==> config.mk <==
export PLATFORM = sky130hd
export DESIGN_NAME = ahb_verilog_decoder_mux
export DESIGN_NICKNAME = d
export VERILOG_FILES = /design/src/rtl/ahb_decoder_pkg.sv /design/src/rtl/ahb_default_slave.sv /design/src/rtl/ahb_verilog_decoder_mux.sv
export SDC_FILE = /design/constraint.sdc
export NUM_CORES = 1
export LEC_CHECK = 0
export CELL_PAD_IN_SITES_DETAIL_PLACEMENT = 1
export CELL_PAD_IN_SITES_GLOBAL_PLACEMENT = 2
export CORE_MARGIN = 2
export CORE_UTILIZATION = 15
export CTS_BUF_LIST = sky130_fd_sc_hd__clkbuf_16
export CTS_CLUSTER_SIZE = 12
export DETAILED_ROUTE_END_ITERATION = 8
export GPL_TIMING_DRIVEN = 0
export PLACE_DENSITY_LB_ADDON = 0.1
export SETUP_SLACK_MARGIN = 0.15
export SYNTH_ARGS = -nofsm -noshare
export SYNTH_HDL_FRONTEND = slang
export SYNTH_HIERARCHICAL = 1
export SYNTH_SLANG_ARGS = --single-unit
==> constraint.sdc <==
create_clock -name HCLK -period 4 [get_ports HCLK]
set_clock_uncertainty 0.15 [all_clocks]
set_input_delay 0.8 -clock HCLK [delete_from_list [all_inputs] [get_ports HCLK]]
set_output_delay 0.8 -clock HCLK [all_outputs]
set_load 0.05 [all_outputs]
==> src/rtl/ahb_decoder_pkg.sv <==
// Shared encodings for the AHB address decoder / response mux.
package ahb_decoder_pkg;

  localparam int unsigned HTRANS_W   = 2;
  localparam int unsigned MAX_SLAVES = 16;
  localparam int unsigned IDX_W      = 4;
  localparam int unsigned OWNER_W    = 5;
  localparam int unsigned CNT_W      = 16;

  typedef logic [HTRANS_W-1:0] htrans_t;

  localparam htrans_t HTRANS_IDLE   = 2'b00;
  localparam htrans_t HTRANS_BUSY   = 2'b01;
  localparam htrans_t HTRANS_NONSEQ = 2'b10;
  localparam htrans_t HTRANS_SEQ    = 2'b11;

  localparam logic HRESP_OKAY  = 1'b0;
  localparam logic HRESP_ERROR = 1'b1;

  // Data-phase owner: values 0..15 name a slave, two extra codes above that.
  typedef logic [OWNER_W-1:0] owner_t;

  localparam owner_t OWNER_NONE    = 5'd16;
  localparam owner_t OWNER_DEFAULT = 5'd17;

  // Default-slave two-cycle ERROR response states.
  typedef logic [1:0] dslv_state_t;

  localparam dslv_state_t DSLV_IDLE = 2'd0;
  localparam dslv_state_t DSLV_ERR1 = 2'd1;
  localparam dslv_state_t DSLV_ERR2 = 2'd2;

  // NONSEQ and SEQ are the only transfer types that demand a real response.
  function automatic logic is_active(input htrans_t htrans);
    return (htrans == HTRANS_NONSEQ) || (htrans == HTRANS_SEQ);
  endfunction

endpackage

==> src/rtl/ahb_default_slave.sv <==
// Default slave: answers unmapped active transfers with a two-cycle ERROR
// and counts how many such responses were started.
module ahb_default_slave
  import ahb_decoder_pkg::*;
(
  input  logic             clk,
  input  logic             rst,
  input  logic             capture,
  output logic             ready_c,
  output logic             resp_c,
  output logic [CNT_W-1:0] err_count
);

  dslv_state_t      state;
  dslv_state_t      state_d;
  logic [CNT_W-1:0] count_d;

  // State and error counter registers.
  always_ff @(posedge clk) begin
    if (rst) begin
      state     <= DSLV_IDLE;
      err_count <= '0;
    end else begin
      state     <= state_d;
      err_count <= count_d;
    end
  end

  // Next state and saturating count on each ERR1 entry.
  always_comb begin
    state_d = state;
    count_d = err_count;
    case (state)
      DSLV_IDLE: if (capture) state_d = DSLV_ERR1;
      DSLV_ERR1: state_d = DSLV_ERR2;
      DSLV_ERR2: state_d = capture ? DSLV_ERR1 : DSLV_IDLE;
      default:   state_d = DSLV_IDLE;
    endcase
    if ((state_d == DSLV_ERR1) && (state != DSLV_ERR1) && (err_count != 16'hFFFF)) begin
      count_d = err_count + CNT_W'(1);
    end
  end

  // Response depends only on state so the master-side HREADY has no loop.
  assign ready_c = (state != DSLV_ERR1);
  assign resp_c  = (state == DSLV_ERR1) || (state == DSLV_ERR2);

endmodule

==> src/rtl/ahb_verilog_decoder_mux.sv <==
// AHB-Lite address decoder with data-phase response mux and default slave.
module ahb_verilog_decoder_mux
  import ahb_decoder_pkg::*;
#(
  parameter int unsigned AHB_NUM_SLAVES = 4,
  parameter int unsigned ADDRESSWIDTH   = 32,
  parameter int unsigned DATAWIDTH      = 32,
  parameter logic [AHB_NUM_SLAVES*ADDRESSWIDTH-1:0] SLAVE_START_ADDRESS =
    {32'd3072, 32'd2048, 32'd1024, 32'd0},
  parameter logic [AHB_NUM_SLAVES*ADDRESSWIDTH-1:0] SLAVE_END_ADDRESS =
    {32'd4095, 32'd3071, 32'd2047, 32'd1023}
) (
  input  logic                                HCLK,
  input  logic                                HRESET,
  input  logic [ADDRESSWIDTH-1:0]             HADDR,
  input  logic [1:0]                          HTRANS,
  output logic [AHB_NUM_SLAVES-1:0]           HSEL,
  input  logic [AHB_NUM_SLAVES*DATAWIDTH-1:0] HRDATA_S,
  input  logic [AHB_NUM_SLAVES-1:0]           HREADYOUT_S,
  input  logic [AHB_NUM_SLAVES-1:0]           HRESP_S,
  output logic [DATAWIDTH-1:0]                HRDATA,
  output logic                                HREADY,
  output logic                                HRESP,
  output logic [15:0]                         ERR_COUNT
);

  localparam int unsigned NS = AHB_NUM_SLAVES;
  localparam int unsigned AW = ADDRESSWIDTH;
  localparam int unsigned DW = DATAWIDTH;

  // Elaboration-time sanity checks on the address map.
  if ((NS < 1) || (NS > MAX_SLAVES)) begin : g_bad_count
    $error("AHB_NUM_SLAVES must be within 1..16");
  end

  for (genvar g = 0; g < NS; g++) begin : g_map_chk
    if (SLAVE_START_ADDRESS[g*AW +: AW] > SLAVE_END_ADDRESS[g*AW +: AW]) begin : g_bad_region
      $error("slave region start exceeds its end");
    end
  end

  logic             hit;
  logic [IDX_W-1:0] hit_idx;
  owner_t           owner_d;
  owner_t           owner_q;
  logic             capture;
  logic             dslv_ready;
  logic             dslv_resp;

  // Address decode; scanning downward leaves the lowest matching index.
  always_comb begin
    hit     = 1'b0;
    hit_idx = '0;
    for (int i = NS - 1; i >= 0; i--) begin
      if ((HADDR >= SLAVE_START_ADDRESS[i*AW +: AW]) &&
          (HADDR <= SLAVE_END_ADDRESS[i*AW +: AW])) begin
        hit     = 1'b1;
        hit_idx = IDX_W'(i);
      end
    end
    HSEL = hit ? (NS'(1) << hit_idx) : '0;
  end

  // Owner of the data phase that the current address phase will start.
  always_comb begin
    owner_d = OWNER_NONE;
    if (hit) begin
      owner_d = OWNER_W'(hit_idx);
    end else if (is_active(HTRANS)) begin
      owner_d = OWNER_DEFAULT;
    end
  end

  assign capture = HREADY && !hit && is_active(HTRANS);

  // Data-phase owner register, advanced only when the bus is ready.
  always_ff @(posedge HCLK) begin
    if (HRESET) begin
      owner_q <= OWNER_NONE;
    end else if (HREADY) begin
      owner_q <= owner_d;
    end
  end

  ahb_default_slave u_default_slave (
    .clk       (HCLK),
    .rst       (HRESET),
    .capture   (capture),
    .ready_c   (dslv_ready),
    .resp_c    (dslv_resp),
    .err_count (ERR_COUNT)
  );

  // Return path mux selected by the registered data-phase owner.
  always_comb begin
    HRDATA = '0;
    HREADY = 1'b1;
    HRESP  = HRESP_OKAY;
    if (owner_q == OWNER_DEFAULT) begin
      HREADY = dslv_ready;
      HRESP  = dslv_resp;
    end else begin
      for (int i = 0; i < NS; i++) begin
        if (owner_q == OWNER_W'(i)) begin
          HRDATA = HRDATA_S[i*DW +: DW];
          HREADY = HREADYOUT_S[i];
          HRESP  = HRESP_S[i];
        end
      end
    end
  end

endmodule

# After elaboration in Yosys (flattened, before gate mapping)
# Index checks and enable logic that the tools add are counted.
[op_classes] add_sub_neg=1 n_mul=0 n_div=0 order_cmp=8 eq_ne=11 shift=1 n_mux=29 n_bitwise=0 n_reduce_logical=13
[op_table] operator="$mux W32" count=5
[op_table] operator="$ge A32 B12 Y1 const B" count=2
[op_table] operator="$le A32 B12 Y1 const B" count=2
[op_table] operator="$ge A32 B1 Y1 const B" count=1
[op_table] operator="$ge A32 B11 Y1 const B" count=1
[op_table] operator="$le A32 B10 Y1 const B" count=1
[op_table] operator="$le A32 B11 Y1 const B" count=1
[op_table] operator="$add A16 B1 Y16 const B" count=1
[op_table] operator="$mux W1" count=16
[op_table] operator="$mux W4" count=4
[op_table] operator="$ne A16 B16 Y1 const B" count=1
[op_table] operator="$eq A5 B2 Y1 const B" count=2
[op_table] operator="$logic_and A1 B1 Y1" count=8
[op_table] operator="$eq A2 B2 Y1 const B" count=3
[op_table] operator="$pmux W2 S3" count=1
[op_table] operator="$eq A5 B1 Y1 const B" count=1
[op_table] operator="$eq A5 B5 Y1 const B" count=1
[op_table] operator="$logic_not A5 Y1" count=1
[op_table] operator="$mux W5" count=1
[op_table] operator="$eq A2 B1 Y1 const B" count=2
[op_table] operator="$mux W2" count=2
[op_table] operator="$shl A1 B4 Y4 const A" count=1
[op_table] operator="$logic_not A2 Y1" count=1
[op_table] operator="$logic_or A1 B1 Y1" count=2
[op_table] operator="2 further kinds" count=2
[word_totals] register_bits=23 latch_bits=0 mem_bits_rw=0 mem_bits_ro=0 input_bits=172 output_inout_bits=54 elab_cells=66 memories=0

# Longest topological paths before layout
[depth] word_depth=14 mapped_depth=13 ltp_nobuf=12

# By module
# The synthesis kept the hierarchy.
[by_module_without_submodules] module="ahb_verilog_decoder_mux" instances=1 cells_each=121 area_per_inst_um2=1335.0 seq_area_each_um2=60.1
[by_module_without_submodules] module="ahb_default_slave" instances=1 cells_each=109 area_per_inst_um2=963.4 seq_area_each_um2=360.3

# Worst setup path before layout
# Ideal clock, no wire load.
[synth_path] kind="input-to-output" start="input port HADDR[21]" end="output port HSEL[0]" arrival_time_ns=2.582 required_ns=3.050 path_slack_ns=0.468 path_stages=5 n_path_buf=1 path_cell_list="nor4_1 nand3_1 or2_1 buf_6 nor3_1"
[synth_via] elab_chain_len=8 elab_cells_between_ends=22 cone_classes="8 x order compare; 1 x shift; 9 x mux; 4 x reduce/logical"
[synth_rtl] element="from (decl)" line="ahb_verilog_decoder_mux.sv:15" source="input logic [ADDRESSWIDTH-1:0] HADDR,"
[synth_rtl] element="$ge A32 B12 Y1 or $le A32 B12 Y1 (tied branches)" line="ahb_verilog_decoder_mux.sv:55, ahb_verilog_decoder_mux.sv:56"
[synth_rtl] element="$logic_and A1 B1 Y1" line="ahb_verilog_decoder_mux.sv:55" source="if ((HADDR >= SLAVE_START_ADDRESS[i*AW +: AW]) &&"
[synth_rtl] element="$mux W2" line="ahb_verilog_decoder_mux.sv:55"
[synth_rtl] element="$mux W4 (3 in a row)" line="ahb_verilog_decoder_mux.sv:55"
[synth_rtl] element="$shl A1 B4 Y4" line="ahb_verilog_decoder_mux.sv:61" source="HSEL = hit ? (NS'(1) << hit_idx) : '0;"
[synth_rtl] element="$mux W4 *" line="ahb_verilog_decoder_mux.sv:61"
[synth_rtl] element="to (decl)" line="ahb_verilog_decoder_mux.sv:17" source="output logic [AHB_NUM_SLAVES-1:0] HSEL,"
# Every way passes the cells marked *; elsewhere a longest branch is shown, timed or not.

# Worst setup path in the final report
[layout_path] start="input port HADDR[21]" end="output port HSEL[2]"
# Same word-level chain as after synthesis.

==> reports/results.env <==
AVERAGE_VIA_COUNT_PER_STANDARD_CELL=4.33
POST_SYNTH_FA_HA_MAJ_AREA_FRACTION_PCT=3.27
SYNTHSIMPLEGATEAREAFRAC_PCT=24.1
MIN_CLOCK_PERIOD_POST_ROUTE_PS=3670
POWER.INTERNAL_uW=596
YOSYS_WARNINGS=6
WORST_PATH_ARRIVAL_TIME_PS=2720
MAX_FREQ_GHz=0.272
POST_SYNTH.CELL_AREA_AVG_UM2=9.99
POST_SYNTHESIS_REGISTER_BIT_COUNT=21
HPWL_UM=9980
FINALWIRELENGTH_UM=11800
TIMING.CRITICAL_PATH.FROM_TYPE='input pin'
INITIAL_CORE_UTIL_PCT=15.2
RSZ_0062_RAISED_AFTER_GLOBAL_ROUTING='false'
SEQPWRFRAC_PCT=27.4
SYNTHTOLAYOUTAREAGROWTH_PCT=107
CLOCKROOTBUFFER='clkbuf_16'
RUN_STATUS='finished clean'
FP-ROW-COUNT=45
DRT_PRE_ANTENNA_ITERS=4
CTS_HOLD_BUFFERS=0
FIN_NETS=627
PLACE_AREA_UM2=4680
IRDROPWORSTVDD_V=0.0000999
SYNTH-XOR-AREA-SHARE_PCT=2.67
SYNTH_MUX_AREA_SHARE_PCT=34.5
DRV_CAP=0
GRT_ANTENNA_BEFORE_REPAIR=3
CORE_AREA_UM2=15100
FINAL_LAYOUT_SIZE_SUFFIX_GT1_SHARE_PCT=12.3
TIGHTESTPINTRANSITION_PS=567
ROUTED-VIA-COUNT=2758
CRIT_PATH_MAX_FANOUT=7
GP_ROUTABILITY_CONGESTION=0.764
LAYOUT.CELLS.MOST_COMMON_LIST='clkdlybuf4s50_1, nor2b_1, mux4_2'
GRT_OVERFLOW=0
HOLD_FAILS_FINAL_RPT=0
POST-PLACE-WS_PS=-29.9
PORT_BUFFERS=214
TIMING.FINAL.MAX_SLEW_VIOLATIONS=0
HOLD_CLASS='reg2reg'
CELL_AREA_SYNTH_UM2=2300
NUMBER_OF_GLOBAL_ROUTE_VIAS_BEFORE_REPAIR=2954
ANT_NETS=0
GRT_OVERALL_USAGE_PCT=14.1
SYNTH.YOSYS.SEQ_AREA_SHARE_PCT=18.3
FINAL_CELL_AREA_UM2=4750
SLEW_HEADROOM_PCT=62.1
SETUP_VIOL_COUNT_FINAL=0
GRT_MAX_DEGREE=12
DIE_W_UM=128
TRITONCTS='done'
LARGEST_FAMILY_OF_LOGIC_CELLS_BY_SYNTHESIZED_AREA='multiplexers'
MOSTFREQUENTLAYOUTCELL='clkdlybuf4s50_1'
LEAKAGEPOWER_uW=0.00161
ENDPOINT_KIND='output pin'
CLOCK-SINKS=21
DIE-AREA_UM2=16300
CLOCKBUFFERDEPTH=2
SETUP.WORST_PATH.CLASS='in2out'
FINAL_CRITICAL_PATH_SHARE_OF_THE_CLOCK_PERIOD_PCT=91.9
DR.FIRST_ITER.DRC_COUNT=49
HOLD-WORST-SLACK_PS=384
P_SW_SHARE_PCT=28.0
DESIGN.PORTCOUNT=226
POST-LAYOUT-TOTAL-POWER_uW=828
SYNTH-COMPOUND-AREA-SHARE_PCT=10.6
POST-PLACE-CELLS=632
POWER.SWITCHING_uW=232
DIE_Y_UM=128
REQUIRED_PS=3050
SHARE_CLK_OF_TOTAL_POWER_PCT=25.4
FIRST_PASS_GRT_WIRE_LENGTH_UM=18000
PWR_DENSITY_CELL_nW_PER_UM2=174
POWER_SHARE_OF_THE_COMBINATIONAL_GROUP_PCT=47.2
WL_PER_CELL_UM=18.5
CTS_INSERTED_BUFFERS=3
YOSYS.CELL_TYPES.COUNT=40
CLKLATENCYLATEPIN_PS=250
SYNTH_FP_NETS=408
SETUP_SLACK_PS=325
CLKTRANSATPATHREGS_PS=60
H-TREE-DEPTH=1
POST-ROUTE-DRC-COUNT=0
LAYOUTNONFILLERINSTCOUNT=637
SYN_INST=230
-- through the flow --
stage	util, %	setup TNS (ps)
floorplan	-	0
global placement	31.0	-239
detailed placement	31.0	-66.9
CTS	31.5	0
global route	31.5	0
finish	31.5	0
-- flip-flops by register name, summed over array words and instances (netlist names) --
| signal | count |
|---|---|
| u_default_slave/err_count | 16 |
| owner_q | 3 |
| u_default_slave/state | 2 |
-- power by group through the flow --
stage | Sequential [uW] | Combinational, uW | Clock (uW)
floorplan | 245 | 171 | 0
global placement | 231 | 390 | 0
detailed placement | 232 | 394 | 0
CTS | 227 | 396 | 219
global route | 229 | 419 | 230
finish | 227 | 391 | 210
-- cells by family (layout without fill, tap and decap cells) --
| family | after synthesis | after routing |
|---|---|---|
| AOI/OAI and AO/OA | 30 | 30 |
| adders and majority gates | 6 | 6 |
| DFF | 21 | 21 |
| other | 0 | 1 |
| muxes | 39 | 39 |
| xor gates and xnor gates | 7 | 7 |
| buffers and inverters | 27 | 245 |
| and+or+nand+nor | 100 | 100 |
-- synthesized netlist by cell type --
cell type	count	area share, %
nor2b_1	34	9.3
mux4_2	32	31
dfxtp_1	21	18
nor2_1	16	2.6
inv_1	9	1.5
nand2_1	9	1.5
nand3_1	7	1.5
xor2_1	7	2.7
ha_1	6	3.3
mux2i_1	6	2.6
nor3_1	6	1.3
nor4_1	6	1.6
o21ai_0	6	1.3
a21oi_1	5	1.1
and3_1	5	1.4
buf_2	5	1.1
buf_6	5	2.4
clkbuf_1	5	0.82
nand4_1	5	1.4
o211ai_1	4	1.3
nand2b_1	3	0.82
or3_1	3	0.82
or4_1	3	0.98
a211o_1	2	0.76
a211oi_1	2	0.65
buf_4	2	0.65
o21ai_2	2	0.76
o22ai_1	2	0.54
a2111oi_4	1	1.2
a22oi_2	1	0.54
a31oi_1	1	0.27
buf_1	1	0.16
mux2_2	1	0.49
nor4bb_1	1	0.44
o2111a_1	1	0.49
o211ai_4	1	0.93
o221ai_1	1	0.38
o31ai_1	1	0.33
or2_1	1	0.27
or2_2	1	0.27
-- cell type report --
class	count	area, um2
antenna	1	2.50
buffer	18	119
clock buffer	3	75.1
clock inverter	1	3.75
fill	1720	10300
inverter	9	33.8
multi-input combinational	182	1730
sequential	21	420
tap	188	235
timing repair buffer	214	2130
-- critical path, stage by stage --
cell,delay (ps)
clkdlybuf4s50_1,400
nor4_1,280
nand3_1,160
or2_1,260
buf_6,130
nor3_1,140
clkdlybuf4s15_1,540
-- routing by layer --
metal | part of all wire [%] | vias to the layer above | GRT usage [%] | wire [um]
met5 | 0.24 | - | 0 | 28
met4 | 0.72 | 4 | 2.20 | 85
met3 | 7.4 | 8 | 2.92 | 870
met2 | 50 | 106 | 26.0 | 5920
met1 | 41 | 1322 | 17.3 | 4870
li1 | - | 1318 | - | -
-- what timing repair did --
| item | CTS | global route |
|---|---|---|
| setup endpoints to repair | 4 | 2 |
| resized for setup | 4 | 4 |
| pin swaps | 0 | 0 |
| buffers inserted | 0 | 0 |
| cloned | 0 | 0 |
-- final timing paths --
path | start | to | slack (ps) | cells past startpoint
worst max-delay path | HADDR[21] | HSEL[2] | 330 | 7
worst min register to register | u_default_slave/err_count[15]$_SDFFE_PP0P_ | u_default_slave/err_count[15]$_SDFFE_PP0P_ | 380 | 2
worst min-delay path | u_default_slave/err_count[15]$_SDFFE_PP0P_ | u_default_slave/err_count[15]$_SDFFE_PP0P_ | 380 | 2
worst max register to register | u_default_slave/state[1]$_SDFF_PP0_ | u_default_slave/err_count[15]$_SDFFE_PP0P_ | 890 | 12
(Power assumes the default switching activity.)
